[src/rtl/mac_pkg.sv]
// ----------------------------------------------------------------------------
// mac_pkg
// Shared definitions for the MAC tile array sequencer: FSM states, west-edge
// instruction encodings, default array geometry and a small helper.
// Revision: 1.0
// ----------------------------------------------------------------------------
`default_nettype none

package mac_pkg;

  localparam int ROW_DEF    = 8;
  localparam int COL_DEF    = 8;
  localparam int BW_DEF     = 4;
  localparam int ADDR_W_DEF = 11;
  localparam int LEN_W_DEF  = 8;

  // West-edge instruction encodings: bit1 = execute, bit0 = kernel load
  localparam logic [1:0] INST_IDLE = 2'b00;
  localparam logic [1:0] INST_LOAD = 2'b01;
  localparam logic [1:0] INST_EXEC = 2'b10;

  typedef enum logic [2:0] {
    S_IDLE   = 3'd0,
    S_LOAD_W = 3'd1,
    S_GAP    = 3'd2,
    S_EXEC   = 3'd3,
    S_DRAIN  = 3'd4,
    S_DONE   = 3'd5
  } state_e;

  function automatic int max_int(input int a, input int b);
    return (a > b) ? a : b;
  endfunction

endpackage

`default_nettype wire

[src/rtl/lane_skew.sv]
// ----------------------------------------------------------------------------
// lane_skew
// Fixed-depth delay line for one west-edge lane ({inst, data}). Depth 0 is a
// plain wire so lane 0 can share the same instance pattern.
// Revision: 1.0
// ----------------------------------------------------------------------------
`default_nettype none

module lane_skew #(
  parameter int W = 6,
  parameter int D = 1
) (
  input  logic         clk_i,
  input  logic         rst_ni,
  input  logic [W-1:0] d_i,
  output logic [W-1:0] q_o
);

  if (D == 0) begin : g_pass
    logic unused_clk_rst;
    assign unused_clk_rst = clk_i ^ rst_ni;
    assign q_o = d_i;
  end else begin : g_dly
    logic [W-1:0] pipe_q [D];

    // Shift register: stage 0 takes the lane input, the last stage drives out
    always_ff @(posedge clk_i or negedge rst_ni) begin
      if (!rst_ni) begin
        for (int i = 0; i < D; i++) pipe_q[i] <= '0;
      end else begin
        pipe_q[0] <= d_i;
        for (int i = 1; i < D; i++) pipe_q[i] <= pipe_q[i-1];
      end
    end

    assign q_o = pipe_q[D-1];
  end

endmodule

`default_nettype wire

[src/rtl/mac_array_ctrl.sv]
// ----------------------------------------------------------------------------
// mac_array_ctrl
// Sequencer for the weight-stationary MAC array west edge: loads COL kernel
// words, streams x_len activation vectors, drains the pipeline, pulses done.
// Optional feature macro: MAC_ARRAY_CTRL_SKEW_EN (per-lane delay lines inside;
// when undefined, lanes are driven aligned and DRAIN is ROW-1 cycles shorter).
// Revision: 1.0
// ----------------------------------------------------------------------------
`default_nettype none

module mac_array_ctrl
  import mac_pkg::*;
#(
  parameter int ROW    = ROW_DEF,
  parameter int COL    = COL_DEF,
  parameter int BW     = BW_DEF,
  parameter int ADDR_W = ADDR_W_DEF,
  parameter int LEN_W  = LEN_W_DEF
) (
  input  logic                clk_i,
  input  logic                rst_ni,
  input  logic                start_i,
  input  logic [ADDR_W-1:0]   w_base_i,
  input  logic [ADDR_W-1:0]   x_base_i,
  input  logic [LEN_W-1:0]    x_len_i,
  output logic                busy_o,
  output logic                done_o,
  output logic                sram_cen_o,
  output logic [ADDR_W-1:0]   sram_addr_o,
  input  logic [ROW*BW-1:0]   sram_rdata_i,
  output logic [ROW*BW-1:0]   in_w_o,
  output logic [2*ROW-1:0]    inst_w_o
);

  // DRAIN covers the array flush (ROW+COL with skew) plus the two cycles the
  // last EXEC read spends in SRAM latency and the output register.
`ifdef MAC_ARRAY_CTRL_SKEW_EN
  localparam int DRAIN_LEN = ROW + COL + 2;
`else
  localparam int DRAIN_LEN = COL + 3;
`endif
  localparam int CNT_W = $clog2(max_int(max_int(COL, DRAIN_LEN), (1 << LEN_W) - 1) + 1);

  state_e              state_q, state_d;
  logic [CNT_W-1:0]    cnt_q, cnt_d;
  logic [CNT_W-1:0]    cnt_inc;
  logic [ADDR_W-1:0]   w_base_q, x_base_q;
  logic [LEN_W-1:0]    x_len_q;
  logic                vld_q;
  logic [1:0]          kind_q;
  logic [ROW*BW-1:0]   data_q;
  logic [1:0]          inst_q;

  assign cnt_inc = cnt_q + 1'b1;

  // FSM state and phase counter
  always_ff @(posedge clk_i or negedge rst_ni) begin
    if (!rst_ni) begin
      state_q <= S_IDLE;
      cnt_q   <= '0;
    end else begin
      state_q <= state_d;
      cnt_q   <= cnt_d;
    end
  end

  // Run parameters captured only when a start is accepted
  always_ff @(posedge clk_i or negedge rst_ni) begin
    if (!rst_ni) begin
      w_base_q <= '0;
      x_base_q <= '0;
      x_len_q  <= '0;
    end else if (state_q == S_IDLE && start_i) begin
      w_base_q <= w_base_i;
      x_base_q <= x_base_i;
      x_len_q  <= x_len_i;
    end
  end

  // Next-state, SRAM request and status outputs
  always_comb begin
    state_d     = state_q;
    cnt_d       = cnt_q;
    sram_cen_o  = 1'b1;
    sram_addr_o = '0;
    busy_o      = 1'b1;
    done_o      = 1'b0;
    case (state_q)
      S_IDLE: begin
        busy_o = 1'b0;
        cnt_d  = '0;
        if (start_i) state_d = S_LOAD_W;
      end
      S_LOAD_W: begin
        sram_cen_o  = 1'b0;
        sram_addr_o = w_base_q + ADDR_W'(cnt_q);
        cnt_d       = cnt_inc;
        if (cnt_inc == CNT_W'(COL)) begin
          cnt_d   = '0;
          state_d = S_GAP;
        end
      end
      S_GAP: begin
        cnt_d   = '0;
        state_d = (x_len_q != '0) ? S_EXEC : S_DRAIN;
      end
      S_EXEC: begin
        sram_cen_o  = 1'b0;
        sram_addr_o = x_base_q + ADDR_W'(cnt_q);
        cnt_d       = cnt_inc;
        if (cnt_inc == CNT_W'(x_len_q)) begin
          cnt_d   = '0;
          state_d = S_DRAIN;
        end
      end
      S_DRAIN: begin
        cnt_d = cnt_inc;
        if (cnt_inc == CNT_W'(DRAIN_LEN)) begin
          cnt_d   = '0;
          state_d = S_DONE;
        end
      end
      S_DONE: begin
        busy_o  = 1'b0;
        done_o  = 1'b1;
        state_d = S_IDLE;
      end
      default: state_d = S_IDLE;
    endcase
  end

  // Output stage: data is taken when the delayed read-valid says the SRAM word
  // is present; otherwise the data holds and the instruction goes idle.
  always_ff @(posedge clk_i or negedge rst_ni) begin
    if (!rst_ni) begin
      vld_q  <= 1'b0;
      kind_q <= INST_IDLE;
      data_q <= '0;
      inst_q <= INST_IDLE;
    end else begin
      vld_q  <= ~sram_cen_o;
      kind_q <= (state_q == S_EXEC) ? INST_EXEC : INST_LOAD;
      if (vld_q) begin
        data_q <= sram_rdata_i;
        inst_q <= kind_q;
      end else begin
        inst_q <= INST_IDLE;
      end
    end
  end

`ifdef MAC_ARRAY_CTRL_SKEW_EN
  for (genvar r = 0; r < ROW; r++) begin : g_lane
    logic [BW+1:0] lane_w;
    lane_skew #(
      .W (BW + 2),
      .D (r)
    ) u_skew (
      .clk_i  (clk_i),
      .rst_ni (rst_ni),
      .d_i    ({inst_q, data_q[r*BW +: BW]}),
      .q_o    (lane_w)
    );
    assign inst_w_o[2*r +: 2] = lane_w[BW+1:BW];
    assign in_w_o[r*BW +: BW] = lane_w[BW-1:0];
  end
`else
  assign in_w_o   = data_q;
  assign inst_w_o = {ROW{inst_q}};
`endif

endmodule

`default_nettype wire

[config.mk]
export PLATFORM = sky130hd
export DESIGN_NAME = mac_array_ctrl
export DESIGN_NICKNAME = d
export VERILOG_FILES = /design/src/rtl/mac_pkg.sv /design/src/rtl/lane_skew.sv /design/src/rtl/mac_array_ctrl.sv
export SDC_FILE = /design/constraint.sdc
export NUM_CORES = 1
export LEC_CHECK = 0
export ABC_AREA = 1
export CAP_MARGIN = 0
export CORE_MARGIN = 3
export CORE_UTILIZATION = 45
export CTS_BUF_LIST = sky130_fd_sc_hd__clkbuf_8
export DETAILED_ROUTE_END_ITERATION = 7
export PLACE_DENSITY_LB_ADDON = 0.08
export SYNTH_ARGS = -nofsm -noshare
export SYNTH_HDL_FRONTEND = slang
export SYNTH_SLANG_ARGS = --single-unit
[constraint.sdc]
create_clock -name clk_i -period 6.02 [get_ports clk_i]
set_input_delay 1.204 -clock clk_i [delete_from_list [all_inputs] [get_ports clk_i]]
set_output_delay 1.204 -clock clk_i [all_outputs]
set_load 0.02 [all_outputs]
* Yosys cells after proc, flatten, opt, wreduce, memory -nomap -nowiden
Index checks and enable logic that the tools add are counted.
** Storage, ports and cells
- Input bits :: 65
- Register bits after elaboration :: 78
- Word-level logic and storage cells :: 48
** Cells by class
- Reduce and logical (&&, ||, !) cells :: 8
- Add/sub/neg operators :: 3
- Muxes and demuxes :: 16
- Equal/unequal tests :: 12
** Operators by type and width (number)
- 8-bit one-hot mux with 4 select lines :: 1
- 8-bit 2-to-1 mux :: 3
- 11-bit by 8-bit adder with 11-bit output :: 2
- 11-bit one-hot mux with 2 select lines :: 1
- 8-bit by 4-bit == test with 1-bit output (second input constant) :: 2
- 3-bit 2-to-1 mux :: 5
- 3-bit one-hot mux with 5 select lines :: 1
- 8-bit by 1-bit adder with 8-bit output (second input constant) :: 1
- 8-bit == test :: 1
- 2-bit != test (second input constant) :: 4
- 8-bit nonzero test :: 1
- 3-bit by 2-bit == test with 1-bit output (second input constant) :: 2
- 3-bit == test (second input constant) :: 2
- 2-bit OR reduction :: 3
- 2-bit 2-to-1 mux :: 2
- 4-bit AND reduction :: 1
- 4-bit nonzero test :: 1
- 3-bit by 1-bit == test with 1-bit output (second input constant) :: 1
- 3-bit zero test :: 1
- 1-bit 2-to-1 mux :: 3
- 1-bit logical AND :: 1

* Longest topological paths before layout
Gate-level depths: netlist of run 1.
- Word-level depth :: 4
- Depth in mapped cells :: 19

* Least setup slack after synthesis of run 1
No wires, ideal clock.
- Path kind :: register to output
- Start :: reg state_q[0]
- End :: out sram_addr_o[10]
- Slack :: 2248 ps
- Buffers on the path :: 1
- Arrival :: 2568 ps
- Stages on the path, launching flop included :: 19
- Cell sequence :: dfrtp_1 > inv_1 > nor2_4 > nand2_2 > clkbuf_1 > nand2_1 > nand2_1 > ha_1 > inv_1 > fa_1 > inv_1 > nand3_1 > nand2_1 > inv_1 > o221ai_1 > nand3b_1 > nand2_1 > nand2_1 > nor2_1
** On the way
- Longest elaborated chain between the ends :: 2
- Elaborated cells between the ends (all ways) :: 3
- Those cells by class :: eq/ne: 2; mux: 1
** Ends and longest elaborated chain
- start, declared :: RTL line mac_array_ctrl.sv:44 : state_e state_q, state_d;
- start signal, assigned :: RTL line mac_array_ctrl.sv:62 : state_q <= state_d;
- 3-bit by 2-bit == test with 1-bit output / 3-bit by 1-bit == test with 1-bit output (equally long branches) :: RTL line mac_array_ctrl.sv:88 : case (state_q)
- 11-bit one-hot mux with 2 select lines * :: RTL line mac_array_ctrl.sv:88
- end, declared :: RTL line mac_array_ctrl.sv:29 : output logic [ADDR_W-1:0] sram_addr_o,
Every way passes the cells marked *; elsewhere a longest branch is shown, timed or not.

* Worst setup path after layout of run 1
Ends and elaborated chain as after synthesis.

==> flow_summary.json, run 1 <==
{
  "yosys_warnings": 0,
  "vias": 3275,
  "postCtsSetupBuffers": 0,
  "grt_first_pass_wirelength_um": 15500,
  "fp-row-count": 34,
  "clockRootBuffer": "clkbuf_8",
  "drtIter0Drc": 117,
  "synth_flop_cell": "dfrtp_1",
  "fin_worst_skew_ps": 12.6,
  "worst_skew_pair.late_latency_ps": 350,
  "netlist_area_um2": 4090,
  "cts_buffers": 9,
  "core-area_um2": 8760,
  "rsz0062_at_grt": "false",
  "slew_headroom": 0.351,
  "cp.arrival_ps": 3790,
  "peakVddDrop_mv": 0.318,
  "met2_usage": 0.325,
  "finalSetupTns_ps": 0,
  "tightest_slew_ps": 973,
  "path_class": "flop to output port",
  "die_area_um2": 10300,
  "drt-pass1-iter-count": 4,
  "synth.largest_area_cell": "dfrtp_1",
  "die_h_um": 101,
  "ctsHoldBuffers": 0,
  "antenna_found_initial": 0,
  "nets": 618,
  "period_share": 0.830,
  "busiest_layer": "met2",
  "ctsResizeCount": 0,
  "initial_core_util": 0.467,
  "yosysUniqueCellTypes": 37,
  "cts_tree": "done",
  "async_reset_ff_frac": 1.00,
  "ant_nets": 0,
  "grt_pass1_vias": 3319,
  "critPathMaxFanout": 14,
  "syn2layout_area_growth_pct": 35.4,
  "maxCapViolCount": 0,
  "period_minus_slack_ps": 4990,
  "status": "complete, no violations",
  "setup_viol": 0,
  "clk_pin_slew_ps": 80,
  "hp-class": "flop to flop",
  "fmax_mhz": 200,
  "syn-num-nets": 504,
  "finalHoldViolCount": 0,
  "p_leak_nw": 2.51,
  "viasPerCell": 5.00,
  "grtUsageMet1": 0.243,
  "gr-total-overflow": 0,
  "synthCells": 428,
  "yosysMostFrequentCell": "nand2_1",
  "required_ps": 4820,
  "pin_count": 127,
  "wl_per_cell_um": 14.3,
  "fin_hold_ws_ps": 474,
  "yosysSeqAreaShare": 0.477,
  "fin_util": 0.632,
  "track_usage": 0.191,
  "endpoint_kind": "output port",
  "grt_start_max_net_pins": 79,
  "h-tree-depth": 3,
  "synth_area_leaders": "dfrtp_1 (48%), mux2_2 (15%), nand2_1 (9.0%), nor2_1 (3.8%), ha_1 (3.1%)",
  "drive_above_1_share": 0.190,
  "ys_ff_latch": 78,
  "routed_wl_um": 9390,
  "diodes": 0,
  "synth_commonest_cells": "nand2_1 (98), dfrtp_1 (78), mux2_2 (54)",
  "io_buffer_count": 126,
  "avgSynthCellArea_um2": 9.56,
  "powerDensity_nw_per_um2": 532,
  "use_met3": 0.0468,
  "drv_slew": 0,
  "gp_congestion": 0.892,
  "drc": 0,
  "start_kind": "flop",
  "die_w_um": 101,
  "dp_hpwl_um": 7110,
  "clk_path_buf_depth": 2,
  "clock-sinks": 78,
  "synth_edf_count": 0,
  "synth_top_area_share": 0.477
}
-- layout by cell type (no fill, tap or decap), types with 2 or more instances in the layout --
cell type and count:
nand3_2 3, nor4_1 2, dfrtp_1 78, xor2_1 3, nand4_1 6, inv_2 4, nand2_1 98, o21ai_0 4
nand2_2 10, buf_4 2, mux2_2 54, clkdlybuf4s50_1 125, clkbuf_8 9, o21bai_2 2, a21oi_2 2, nand3_1 14
ha_1 10, clkinvlp_4 3, xnor2_1 2, nor2_2 5, a21oi_1 21, nor2_1 41, nor2_4 3, inv_1 30
-- power breakdown --
part | internal, W | leakage [nW] | switching, W | total, W
Clock | 0.000192 | 0.0933 | 0.000204 | 0.000396
Combinational | 0.000785 | 1.49 | 0.000843 | 0.00163
Sequential | 0.000768 | 0.930 | 0.000159 | 0.000927
-- per-stage QoR --
step | total power, W | area (um2) | setup slack, ps | instances
floorplan | 0.00197 | 4090 | 2250 | 428
global placement | 0.00255 | 5350 | 1520 | 639
detailed placement | 0.00258 | 5350 | 1420 | 639
CTS | 0.00299 | 5540 | 1000 | 655
global route | 0.00317 | 5540 | 582 | 655
finish | 0.00295 | 5540 | 1030 | 655
-- sequential cells by signal, summed over array words and instances, names as in the netlist --
name and count:
x_len_q 8, inst_q 2, kind_q 2, in_w_o 32, state_q 3, w_base_q 11, vld_q 1, x_base_q 11
cnt_q 8
-- logic make-up (layout without fill, tap and decap cells) --
logic type,count (synthesis),after routing,synth area share
and+or+nand+nor,188,188,0.210
adders and majority gates,11,11,0.0355
buffers and inverters,58,177,0.0676
AOI/OAI and AO/OA,33,33,0.0477
muxes,55,55,0.151
DFF,78,78,0.477
xor gates and xnor gates,5,5,0.0107
-- per-layer routing --
metal / up-vias / wire, um
li1: 1606 / -
met1: 1563 / 4060
met2: 93 / 4640
met3: 13 / 563
met4: 0 / 139
met5: - / 0
-- critical path, cell delays in order, from the launching register on --
cell	delay [ps]
dfrtp_1	410
inv_1	100
nor2_4	210
nand2_2	220
inv_2	270
nand2_1	80
nand2_1	70
ha_1	160
inv_1	60
fa_1	350
inv_1	90
nand3_1	70
nand2_1	100
inv_1	50
o221ai_1	220
nand3b_1	140
nand2_1	70
nand2_1	40
nor2_1	100
clkdlybuf4s50_1	630
-- final cells by class --
class	count	area (um2)
fill	763	3220
sequential	78	1950
multi-input combinational	292	1860
timing repair buffer	127	1270
tap	108	135
inverter	34	128
clock buffer	9	124
clock inverter	7	73.8
-- worst paths after layout --
kind                             from         endpoint  slack (ps)  cells past startpoint
max in group asynchronous      rst_ni      x_base_q[2]        4390                      1
max reg2reg                  cnt_q[0]         cnt_q[6]        3970                     12
max                        state_q[0]  sram_addr_o[10]        1030                     19
min reg2reg                 kind_q[1]        inst_q[1]         470                      2
min in group asynchronous      rst_ni       in_w_o[10]        1000                      1
min                         kind_q[1]        inst_q[1]         470                      2
Note: power is estimated with default switching activity, not from simulation.
==> inputs of run 2 (changes only) <==
CORE_UTILIZATION = 44   (was 45)
clock period = 4.5 ns   (was 6.02 ns; I/O delays follow)
==> run 2 against run 1 <==
Net effect: critical path depth is 2 lower; highest routed layer unchanged; clock power grew 19%; clock-buffer cell count unchanged; routed wire length fell by 1.3%; first-iteration DRC count shrank 10%; worst hold slack got worse by 4.5 ps; register-to-register slack got worse by 1500 ps; core utilization fell by 0.94 points; largest cell class unchanged; global-route usage shrank 0.24 points; via count fell by 0.24%.
==> flow_summary.json, run 2 (synthesis gave the netlist of run 1 again) <==
{
  "ctsHoldBuffers": 0,
  "r2r-end": "cnt_q[5]",
  "status": "complete, no violations",
  "worstRegToRegCells": 12,
  "fp-row-count": 34,
  "period_minus_slack_ps": 4150,
  "start_kind": "flop",
  "h-tree-depth": 3,
  "maxCapViolCount": 0,
  "pin_count": 127,
  "setup.worst_path.start": "state_q[0]",
  "clock-sinks": 78,
  "slew_headroom": 0.350,
  "reg2reg_slack_ps": 2430,
  "die_h_um": 102,
  "tightest_slew_ps": 975,
  "grt_pass1_vias": 3262,
  "placed_area_um2": 5350,
  "peakVddDrop_mv": 0.352,
  "core-area_um2": 8890,
  "hp-start": "kind_q[0]",
  "antenna_found_initial": 0,
  "drt-pass1-iter-count": 4,
  "ant_nets": 0,
  "required_ps": 3600,
  "gr-total-overflow": 0,
  "fill_cells": 750,
  "period_share": 0.923,
  "vias": 3267,
  "finalSetupTns_ps": 0,
  "dpl.cell_count": 640,
  "worst_skew_pair.late_latency_ps": 350,
  "io_buffer_count": 126,
  "drive_above_1_share": 0.193,
  "die_area_um2": 10500,
  "gp_congestion": 0.856,
  "fmax_mhz": 241,
  "cts_tree": "done",
  "final_common_cell": "clkdlybuf4s50_1",
  "wl_per_cell_um": 14.1,
  "hp-class": "flop to flop",
  "diodes": 0,
  "grt_first_pass_wirelength_um": 15500,
  "worstReg2RegStart": "cnt_q[0]",
  "powerDensity_nw_per_um2": 704,
  "cts_buffers": 9,
  "grt_start_max_net_pins": 79,
  "largest_register_ffs": 32,
  "critPathMaxFanout": 14,
  "initial_core_util": 0.460,
  "routed_wl_um": 9270,
  "setup_viol": 0,
  "clk_path_buf_depth": 2,
  "fin_worst_skew_ps": 13.5,
  "drv_slew": 0,
  "final_cells": 657,
  "p_leak_nw": 2.54,
  "die_w_um": 102,
  "clk_pin_slew_ps": 90,
  "path_class": "flop to output port",
  "syn2layout_area_growth_pct": 35.4,
  "hold_depth": 2,
  "nets": 620,
  "drc": 0,
  "endpoint_kind": "output port",
  "dp_hpwl_um": 6910,
  "finalHoldViolCount": 0,
  "fin_area_um2": 5540,
  "clockRootBuffer": "clkbuf_8",
  "drtIter0Drc": 105,
  "min_to": "inst_q[0]",
  "rsz0062_at_grt": "false",
  "track_usage": 0.189,
  "mostFrequentLayoutCells": "clkdlybuf4s50_1 (124), nand2_1 (98), dfrtp_1 (78), mux2_2 (54), nor2_1 (41)",
  "cp.arrival_ps": 3250,
  "viasPerCell": 4.97
}
run 2: what timing repair did:
action,in CTS,in global routing
pin swaps,0,1
setup buffers,0,1
resized for setup,1,2
endpoints found under the hold margin,0,0
gates cloned,0,0
setup endpoints to repair,1,4
run 2: through the flow:
step / total power (W) / setup WS (ps) / util / hold slack, ps
finish: 0.00390 / 348 / 0.623 / 470
CTS: 0.00394 / 2.32 / 0.621 / 474
global placement: 0.00341 / 485 / 0.602 / 457
detailed placement: 0.00345 / 404 / 0.602 / 460
floorplan: 0.00264 / 1030 / - / 413
global route: 0.00421 / 70.8 / 0.623 / 491
run 2: final cells by class:
class	instances	area [um2]	share of cell area
flip-flops and latches	78	1950	0.352
multi-input cells	292	1870	0.337
repair buffers	129	1280	0.232
well taps	108	135	0.0244
inverters	34	128	0.0230
clock buffers	9	124	0.0224
clock inverters	7	48.8	0.00881
run 2: worst max-delay path by stage:
stage | endpoint | slack, ps | cells after the start
2_1_floorplan | sram_addr_o[10] | 1030 | 18
3_3_place_gp | sram_addr_o[10] | 480 | 19
3_5_place_dp | sram_addr_o[10] | 400 | 16
4_1_cts | sram_addr_o[10] | 2 | 19
5_1_grt | sram_addr_o[9] | 70 | 20
6_report | sram_addr_o[8] | 350 | 17
run 2: power by group:
| group | leakage (nW) | internal (W) | total, W | switching [W] |
|---|---|---|---|---|
| clock | 0.0834 | 0.000201 | 0.000473 | 0.000271 |
| combinational | 1.52 | 0.00106 | 0.00219 | 0.00113 |
| sequential | 0.930 | 0.00103 | 0.00124 | 0.000211 |
| total | 2.54 | 0.00229 | 0.00390 | 0.00161 |
run 2: per-layer routing:
layer / GRT usage / vias up / share of wire
met5: 0 / - / 0
met4: 0.0454 / 0 / 0.0084
met3: 0.0553 / 6 / 0.054
met2: 0.321 / 90 / 0.50
met1: 0.236 / 1554 / 0.44
li1: - / 1617 / -
run 2: worst max-delay path: stages (launching register included):
cell and delay, ps:
dfrtp_1 410, inv_1 110, nor2_4 140, nand2_4 120
inv_2 90, nand2_1 40, nand2_1 50, ha_1 160
inv_1 50, fa_1 360, inv_1 90, nand3_1 70
nand2_1 100, inv_1 50, o221ai_1 230, xor2_1 100
nor2_1 120, clkdlybuf4s50_1 620
